[config.mk]
export PLATFORM = sky130hd
export DESIGN_NAME = clic_target
export DESIGN_NICKNAME = d
export VERILOG_FILES = /design/src/rtl/clic_pkg.sv /design/src/rtl/clic_id_decode.sv /design/src/rtl/clic_target.sv
export SDC_FILE = /design/constraint.sdc
export NUM_CORES = 1
export LEC_CHECK = 0
export ABC_AREA = 1
export BUFFER_PORTS_ARGS = -buffer_cell sky130_fd_sc_hd__buf_2
export CAP_MARGIN = 25
export CORE_MARGIN = 5
export CORE_UTILIZATION = 48
export CTS_BUF_LIST = sky130_fd_sc_hd__clkbuf_4 sky130_fd_sc_hd__clkbuf_8 sky130_fd_sc_hd__clkbuf_16
export CTS_CLUSTER_SIZE = 30
export DETAILED_ROUTE_END_ITERATION = 6
export HOLD_SLACK_MARGIN = 0.1
export PLACE_DENSITY_LB_ADDON = 0.2
export SYNTH_ARGS = -nofsm -noshare
export SYNTH_HDL_FRONTEND = slang
export SYNTH_SLANG_ARGS = --single-unit
[constraint.sdc]
create_clock -name clk_i -period 1.5 [get_ports clk_i]
set_clock_uncertainty 0.05 [all_clocks]
set_input_delay 0.075 -clock clk_i [delete_from_list [all_inputs] [get_ports clk_i]]
set_output_delay 0.075 -clock clk_i [all_outputs]
set_load 0.005 [all_outputs]
[src/rtl/clic_pkg.sv]
// Shared types and default sizes for the CLIC core-side target.
`timescale 1ns/1ps
package clic_pkg;

    localparam int unsigned CLIC_N_SOURCE = 32;
    localparam int unsigned CLIC_SRC_W    = $clog2(CLIC_N_SOURCE);
    localparam int unsigned CLIC_LEVEL_W  = 8;

    typedef enum logic [1:0] {
        IDLE  = 2'd0,
        REQ   = 2'd1,
        CLAIM = 2'd2,
        KILL  = 2'd3
    } clic_target_state_e;

    typedef struct packed {
        logic [CLIC_SRC_W-1:0]   id;
        logic [CLIC_LEVEL_W-1:0] level;
        logic                    shv;
    } clic_req_t;

endpackage

[src/rtl/clic_id_decode.sv]
// Binary source id to one-hot vector; ids at or above N_SOURCE decode to zero.
`timescale 1ns/1ps
module clic_id_decode
    import clic_pkg::*;
#(
    parameter int unsigned N_SOURCE = CLIC_N_SOURCE,
    localparam int unsigned SRC_W   = $clog2(N_SOURCE)
) (
    input  logic [SRC_W-1:0]    id_i,
    output logic [N_SOURCE-1:0] onehot_o
);

    // Only bits 0..N_SOURCE-1 exist, so an out-of-range id never matches.
    always_comb begin
        onehot_o = '0;
        for (int unsigned i = 0; i < N_SOURCE; i++) begin
            if (id_i == SRC_W'(i)) begin
                onehot_o[i] = 1'b1;
            end
        end
    end

endmodule

[src/rtl/clic_target.sv]
// Presents the arbiter's winning interrupt to the hart and returns a one-hot claim.
// Define CLIC_KILL_EN to let a stale request be withdrawn through the kill handshake.
`timescale 1ns/1ps
module clic_target
    import clic_pkg::*;
#(
    parameter int unsigned N_SOURCE = CLIC_N_SOURCE,
    parameter int unsigned LEVEL_W  = CLIC_LEVEL_W,
    localparam int unsigned SRC_W   = $clog2(N_SOURCE)
) (
    input  logic                clk_i,
    input  logic                rst_ni,
    input  logic                arb_valid_i,
    input  logic [SRC_W-1:0]    arb_id_i,
    input  logic [LEVEL_W-1:0]  arb_level_i,
    input  logic                arb_shv_i,
    output logic                irq_valid_o,
    input  logic                irq_ready_i,
    output logic [SRC_W-1:0]    irq_id_o,
    output logic [LEVEL_W-1:0]  irq_level_o,
    output logic                irq_shv_o,
    output logic                irq_kill_req_o,
    input  logic                irq_kill_ack_i,
    output logic [N_SOURCE-1:0] claim_o
);

    clic_target_state_e   state_q;
    logic [SRC_W-1:0]     id_q;
    logic [LEVEL_W-1:0]   level_q;
    logic                 shv_q;
    logic                 valid_q;
    logic                 kill_q;
    logic [N_SOURCE-1:0]  claim_q;
    logic [N_SOURCE-1:0]  claim_d;

    clic_id_decode #(
        .N_SOURCE (N_SOURCE)
    ) u_id_decode (
        .id_i     (id_q),
        .onehot_o (claim_d)
    );

`ifdef CLIC_KILL_EN
    logic kill_cond;
    assign kill_cond = !arb_valid_i || ((arb_level_i > level_q) && (arb_id_i != id_q));
`else
    logic unused_kill_ack;
    assign unused_kill_ack = irq_kill_ack_i;
`endif

    // Claim is a single-cycle pulse; every output comes straight from a register.
    always_ff @(posedge clk_i or negedge rst_ni) begin
        if (!rst_ni) begin
            state_q <= IDLE;
            id_q    <= '0;
            level_q <= '0;
            shv_q   <= 1'b0;
            valid_q <= 1'b0;
            kill_q  <= 1'b0;
            claim_q <= '0;
        end else begin
            claim_q <= '0;
            case (state_q)
                IDLE: begin
                    if (arb_valid_i) begin
                        id_q    <= arb_id_i;
                        level_q <= arb_level_i;
                        shv_q   <= arb_shv_i;
                        valid_q <= 1'b1;
                        state_q <= REQ;
                    end
                end
                REQ: begin
                    if (irq_ready_i) begin
                        valid_q <= 1'b0;
                        claim_q <= claim_d;
                        state_q <= CLAIM;
                    end
`ifdef CLIC_KILL_EN
                    else if (kill_cond) begin
                        kill_q  <= 1'b1;
                        state_q <= KILL;
                    end
`endif
                end
                CLAIM: begin
                    state_q <= IDLE;
                end
`ifdef CLIC_KILL_EN
                // Acceptance wins over the drop confirmation when both arrive together.
                KILL: begin
                    if (irq_ready_i) begin
                        valid_q <= 1'b0;
                        kill_q  <= 1'b0;
                        claim_q <= claim_d;
                        state_q <= CLAIM;
                    end else if (irq_kill_ack_i) begin
                        valid_q <= 1'b0;
                        kill_q  <= 1'b0;
                        state_q <= IDLE;
                    end
                end
`endif
                default: begin
                    valid_q <= 1'b0;
                    kill_q  <= 1'b0;
                    state_q <= IDLE;
                end
            endcase
        end
    end

    assign irq_valid_o = valid_q;
    assign irq_id_o    = id_q;
    assign irq_level_o = level_q;
    assign irq_shv_o   = shv_q;
    assign claim_o     = claim_q;
`ifdef CLIC_KILL_EN
    assign irq_kill_req_o = kill_q;
`else
    assign irq_kill_req_o = 1'b0;
    logic unused_kill_q;
    assign unused_kill_q = kill_q;
`endif

endmodule

# After elaboration in Yosys (flattened, before gate mapping)
# Index checks and enable logic that the tools add are counted.
[word_totals]
register_bits = 49
latch_bits = 0
mem_bits_rw = 0
rom_bits = 0
in_bits = 19
mem_count = 0
[classes]
add_sub_neg = 0
n_mul = 0
div = 0
magnitude_cmp = 0
n_eq_ne = 35
shift = 0
mux = 40
n_bitwise = 1
reduce_logical = 5
[op_table]
columns = ["cell", "n"]
rows = [
  ["$eq A5 B5 Y1 const B", 16],
  ["$mux W32", 2],
  ["$eq A5 B4 Y1 const B", 8],
  ["$mux W1", 34],
  ["$eq A5 B3 Y1 const B", 4],
  ["$eq A5 B2 Y1 const B", 2],
  ["$eq A5 B1 Y1 const B", 1],
  ["$logic_not A5 Y1", 1],
  ["$mux W2", 2],
  ["$ne A2 B2 Y1 const B", 2],
  ["$pmux W2 S2", 1],
  ["$reduce_and A2 Y1", 2],
  ["$pmux W1 S3", 1],
  ["$reduce_and A3 Y1", 1],
  ["$eq A2 B1 Y1 const B", 1],
  ["$eq A2 B2 Y1 const B", 1],
  ["$logic_not A2 Y1", 1],
  ["$not A1 Y1", 1],
]

# Longest topological paths before layout
[logic_depth]
word_depth = 4
depth_mapped = 5

# By module
# A second synthesis with hierarchy kept.
[unflattened]
cells_unflattened = 242
hier_area_um2 = 2189.6
[by_module_without_submodules]
columns = ["module", "n_inst", "cells_per_inst", "area_each_um2"]
rows = [
  ["clic_target", 1, 177, 1920.6],
  ["clic_id_decode", 1, 65, 269.0],
]

# Worst setup path after synthesis
# No wires, ideal clock.
[synth_path]
kind = "register to register"
from = "register state_q[1]"
to = "register id_q[4], in the netlist irq_id_o[4]"
t_arrival_ns = 0.954
t_required_ns = 1.333
setup_slack_ns = 0.379
stages_incl_launch_ff = 6
synth_period_minus_slack_ns = 1.121
path_cell_list = "dfrtp_1 nor2_2 nand2_2 buf_6 nand2_1 nand2_1"
[synth_via]
elab_chain_len = 2
[synth_rtl]
columns = ["item", "line_no", "rtl"]
rows = [
  ["start, declared", "clic_target.sv:27", "clic_target_state_e state_q;"],
  ["start signal, assigned", "clic_target.sv:54", "state_q <= IDLE;"],
  ["start signal, assigned", "clic_target.sv:70", "state_q <= REQ;"],
  ["start signal, assigned", "clic_target.sv:77", "state_q <= CLAIM;"],
  ["$logic_not A2 Y1", "clic_target.sv:63", "case (state_q)"],
  ["$reduce_and A2 Y1 (no line)", "-", ""],
  ["end signal, assigned", "clic_target.sv:66", "id_q <= arb_id_i;"],
  ["end, declared", "clic_target.sv:28", "logic [SRC_W-1:0] id_q;"],
]
# No other way between the ends.
# A chain may end at the register's enable or synchronous reset.

# Worst setup path in the final report
[layout_path]
from = "register state_q[1]"
to = "register level_q[4], in the netlist irq_level_o[4]"
[layout_via]
elab_chain_len = 2
[layout_rtl]
columns = ["item", "line_no", "rtl"]
rows = [
  ["$logic_not A2 Y1", "clic_target.sv:63", ""],
  ["$reduce_and A2 Y1 (no line)", "-", ""],
  ["end signal, assigned", "clic_target.sv:67", "level_q <= arb_level_i;"],
  ["end, declared", "clic_target.sv:29", "logic [LEVEL_W-1:0] level_q;"],
]
# No other way between the ends.

==> results <==
- The flop-to-flop setup slack is 0.20 ns.
- Across every metal layer, demand over resource in global routing totals 16.0%.
- In this run the worst setup path begins at state_q[1].
- The cell count after synthesis came out at 176.
- After the flow finishes, the layout carries non-filler instances totaling 309.
- The number of nets handed over by synthesis was 195.
- The count of final hold-check violations is 0.
- The pin count of the biggest net entering global routing is 50.
- In this run the count of I/O pins placed on the die edge is 67.
- The number of maximum-capacitance constraint violations is 0.
- The count of synthesis-stage warnings from yosys is 0.
- The remaining number of nets flagged by the antenna check after routing is 0.
- The global route total overflow is 0.
- At the worst endpoint, the arrival time is 1.44 ns.
- The die is 71.1 um tall.
- The switching power summed over all nets is 1.12 mW.
- The number of cells traversed by the worst register-to-register path is 4.
- The worst setup margin is 0.199 ns.
- In the routed design, unresolved DRC markers number 0.
- The die is 71.1 um wide.
- The beginning of the worst register-to-register path is state_q[1].
- The via density per instance is 4.50.
- The placement-stage cell area is 0.00214 mm2.
- Timing would allow up to 769 MHz.
- The first detailed-routing pass took 4 iterations.
- The worst path needs 1.30 ns of the cycle, external delays included.
- Setup repair after global routing left no endpoint under its margin.
- The clock net sink count is 49.
- The starting density of the core is 49.3%.
- Summing over every cut layer, the via total after detailed routing is 1390.
- STA classifies the critical path startpoint as a flip-flop.
- The worst hold margin is 0.350 ns.
- The cell-internal power is 2.21 mW.
- Along the worst path, the maximum fanout reaches 16.
- TritonCTS built the clock tree.
- The core area is 0.00363 mm2.
- The initial antenna violation count was 0.
- The worst setup path endpoint is irq_level_o[4].
- Once layout is done, the placed cells without fillers occupy 0.00240 mm2.
- After routing, the total negative slack on setup checks comes to 0 ns.
- The power per cell area is 1390 mW/mm2.
- The number of port buffers is 64.
- The share of power burned in combinational logic is 26.7%.
- The clock passes through at most 2 buffers.
- The total half-perimeter wirelength after legalization and detailed placement is 2510 um.
- The primary flip-flop cell chosen by synthesis mapping is sky130_fd_sc_hd__dfrtp_1.
- The flow ran to the end, and the final reports show no timing, DRC or antenna violations.
- At the end of the flow, the number of nets in the layout was 279.
- In this run the tightest slew margin relative to its limit is 61.2%.
- The average detailed-routed wire length per instance is 11.9 um.
- The proportion of power drawn by flip-flops and latches is 50.7%.
- The number of buffers created by CTS is 5.
- The first-pass GRT wire length is 6260 um.
- For the worst setup path, the data required time is 1.64 ns.
- At the pin with the least slew margin, the transition time is 0.583 ns.
- 0 antenna diodes ended up in the layout.
- The critical path capture point type is a flip-flop.
- Counting tap cells, the placed design contains a total of 284 instances.
- The post-placement worst setup slack is 0.238 ns.
- The via count of the first global-routing pass is 1384.
- At the later pin of the worst-skew pair, clock insertion delay measures 0.29 ns.
- In this run switching power makes up 33.5% of total power.
- The post-synthesis average cell area is 10.2 um2.
- The start-to-end type of the worst setup path is flip-flop to flip-flop.
- The number of max-slew violations in the final report is 0.
- The final number of setup-violating endpoints is 0.
- CTS built an H-tree with a depth of 2.
- The class of the tightest hold or removal check is primary input to async pin.
- The full die area is 0.00505 mm2.
- After layout, the worst path uses 86.7% of the clock period.
- The library cell used most frequently in the layout, excluding fill and tap cells, is sky130_fd_sc_hd__buf_2.
- The number of enable-type register cells in the synthesized netlist is 0.
- The share of synthesized flip-flops with an asynchronous set or reset is 100%.
- After floorplanning, the core was divided into 22 placement rows.
- The fraction of final layout cells sized beyond drive strength 1 is 30.7%.
- Once the clock tree was built, the setup fixing pass inserted 0 buffers.
- The routability congestion estimate from global placement is 0.708.
- The number of synthesized register bits is 49.
- The cell area after synthesis is 0.00179 mm2.
- The clock network power share is 22.6%.
- The routed design has 3690 um of wire.
- Summing internal, switching and leakage power gives 3.33 mW.
- From synthesis to final layout, the design area changed by 33.9%.
- The final design utilization is 66.0%.
- The cell sitting at the root of the clock tree is a sky130_fd_sc_hd__clkbuf_8.
- In this run the critical register-to-register path is captured at irq_level_o[4].
- The leakage power of the design is 1.34 nW.
- The peak supply drop is 0.804 mV.
- The top cell types in the final layout, fill and taps aside, are sky130_fd_sc_hd__buf_2 (64), sky130_fd_sc_hd__nand2_1 (50), sky130_fd_sc_hd__dfrtp_1 (49).
- The sequential area share after synthesis is 68.5%.
- The post-synthesis cell type count is 17.
- The CTS clock-pin slew for the worst setup and hold paths is 0.09 ns.
- The detailed router finished its first iteration with 77 violations.
==> critical path, cell delays in order (launching register included) <==
cell,delay [ns]
sky130_fd_sc_hd__dfrtp_1,0.44
sky130_fd_sc_hd__nor2_2,0.24
sky130_fd_sc_hd__nand2_2,0.25
sky130_fd_sc_hd__nand2_1,0.15
sky130_fd_sc_hd__nand2_1,0.06
==> how the worst min path moves through the flow <==
stage | start | depth (start not counted) | slack (ns) | endpoint
2_1_floorplan | rst_ni | 0 | -0.27 | claim_o[0]
3_3_place_gp | rst_ni | 2 | 0.15 | claim_o[1]
3_5_place_dp | rst_ni | 2 | 0.15 | claim_o[2]
4_1_cts | rst_ni | 3 | 0.36 | irq_level_o[4]
5_1_grt | rst_ni | 3 | 0.41 | irq_level_o[4]
6_report | rst_ni | 3 | 0.35 | claim_o[2]
==> logic make-up after synthesis <==
kind of cell	after synthesis	synth area share, %
flops	49	68.5
other cells	1	0.209
compound gates	1	0.279
buf+inv	17	5.10
simple gates	108	25.9
==> power by group through the flow <==
stage          Sequential (mW)  Combinational (mW)  Clock [mW]
2_1_floorplan             1.72               0.498           0
3_3_place_gp              1.71               0.854           0
3_5_place_dp              1.70               0.874           0
4_1_cts                   1.69               0.903       0.782
5_1_grt                   1.72                1.02       0.837
6_report                  1.69               0.888       0.753
==> registers in the layout (all words and copies together), names as in the netlist <==
register,count
claim_o,32
irq_level_o,8
irq_id_o,5
state_q,2
irq_shv_o,1
irq_valid_o,1
==> metal layers <==
layer,routed length (um),up-vias,GRT usage (%)
li1,-,698,-
met1,1420,631,19.3
met2,1940,59,27.3
met3,320,2,5.97
met4,16,0,3.76
met5,0,-,0
==> Yosys cell counts, types with 2 or more instances <==
library cell	number	area (um2)
sky130_fd_sc_hd__nor2_1	38	143
sky130_fd_sc_hd__buf_6	3	33.8
sky130_fd_sc_hd__inv_1	10	37.5
sky130_fd_sc_hd__dfrtp_1	49	1230
sky130_fd_sc_hd__nand3_4	2	35.0
sky130_fd_sc_hd__nand3_1	14	70.1
sky130_fd_sc_hd__nand2_1	50	188
==> final cells by class <==
type,instances,area (um2)
multi-input combinational,110,473
fill,311,1240
sequential,49,1230
tap,48,60.1
clock inverter,2,15.0
timing repair buffer,83,505
clock buffer,6,76.3
inverter,11,41.3
==> repair_timing <==
item	4_1_cts	5_1_grt
hold endpoints to repair	65	0
hold buffers	17	0
resized for setup	0	0
setup endpoints to repair	0	0
Power figures use the tool's default switching activity.
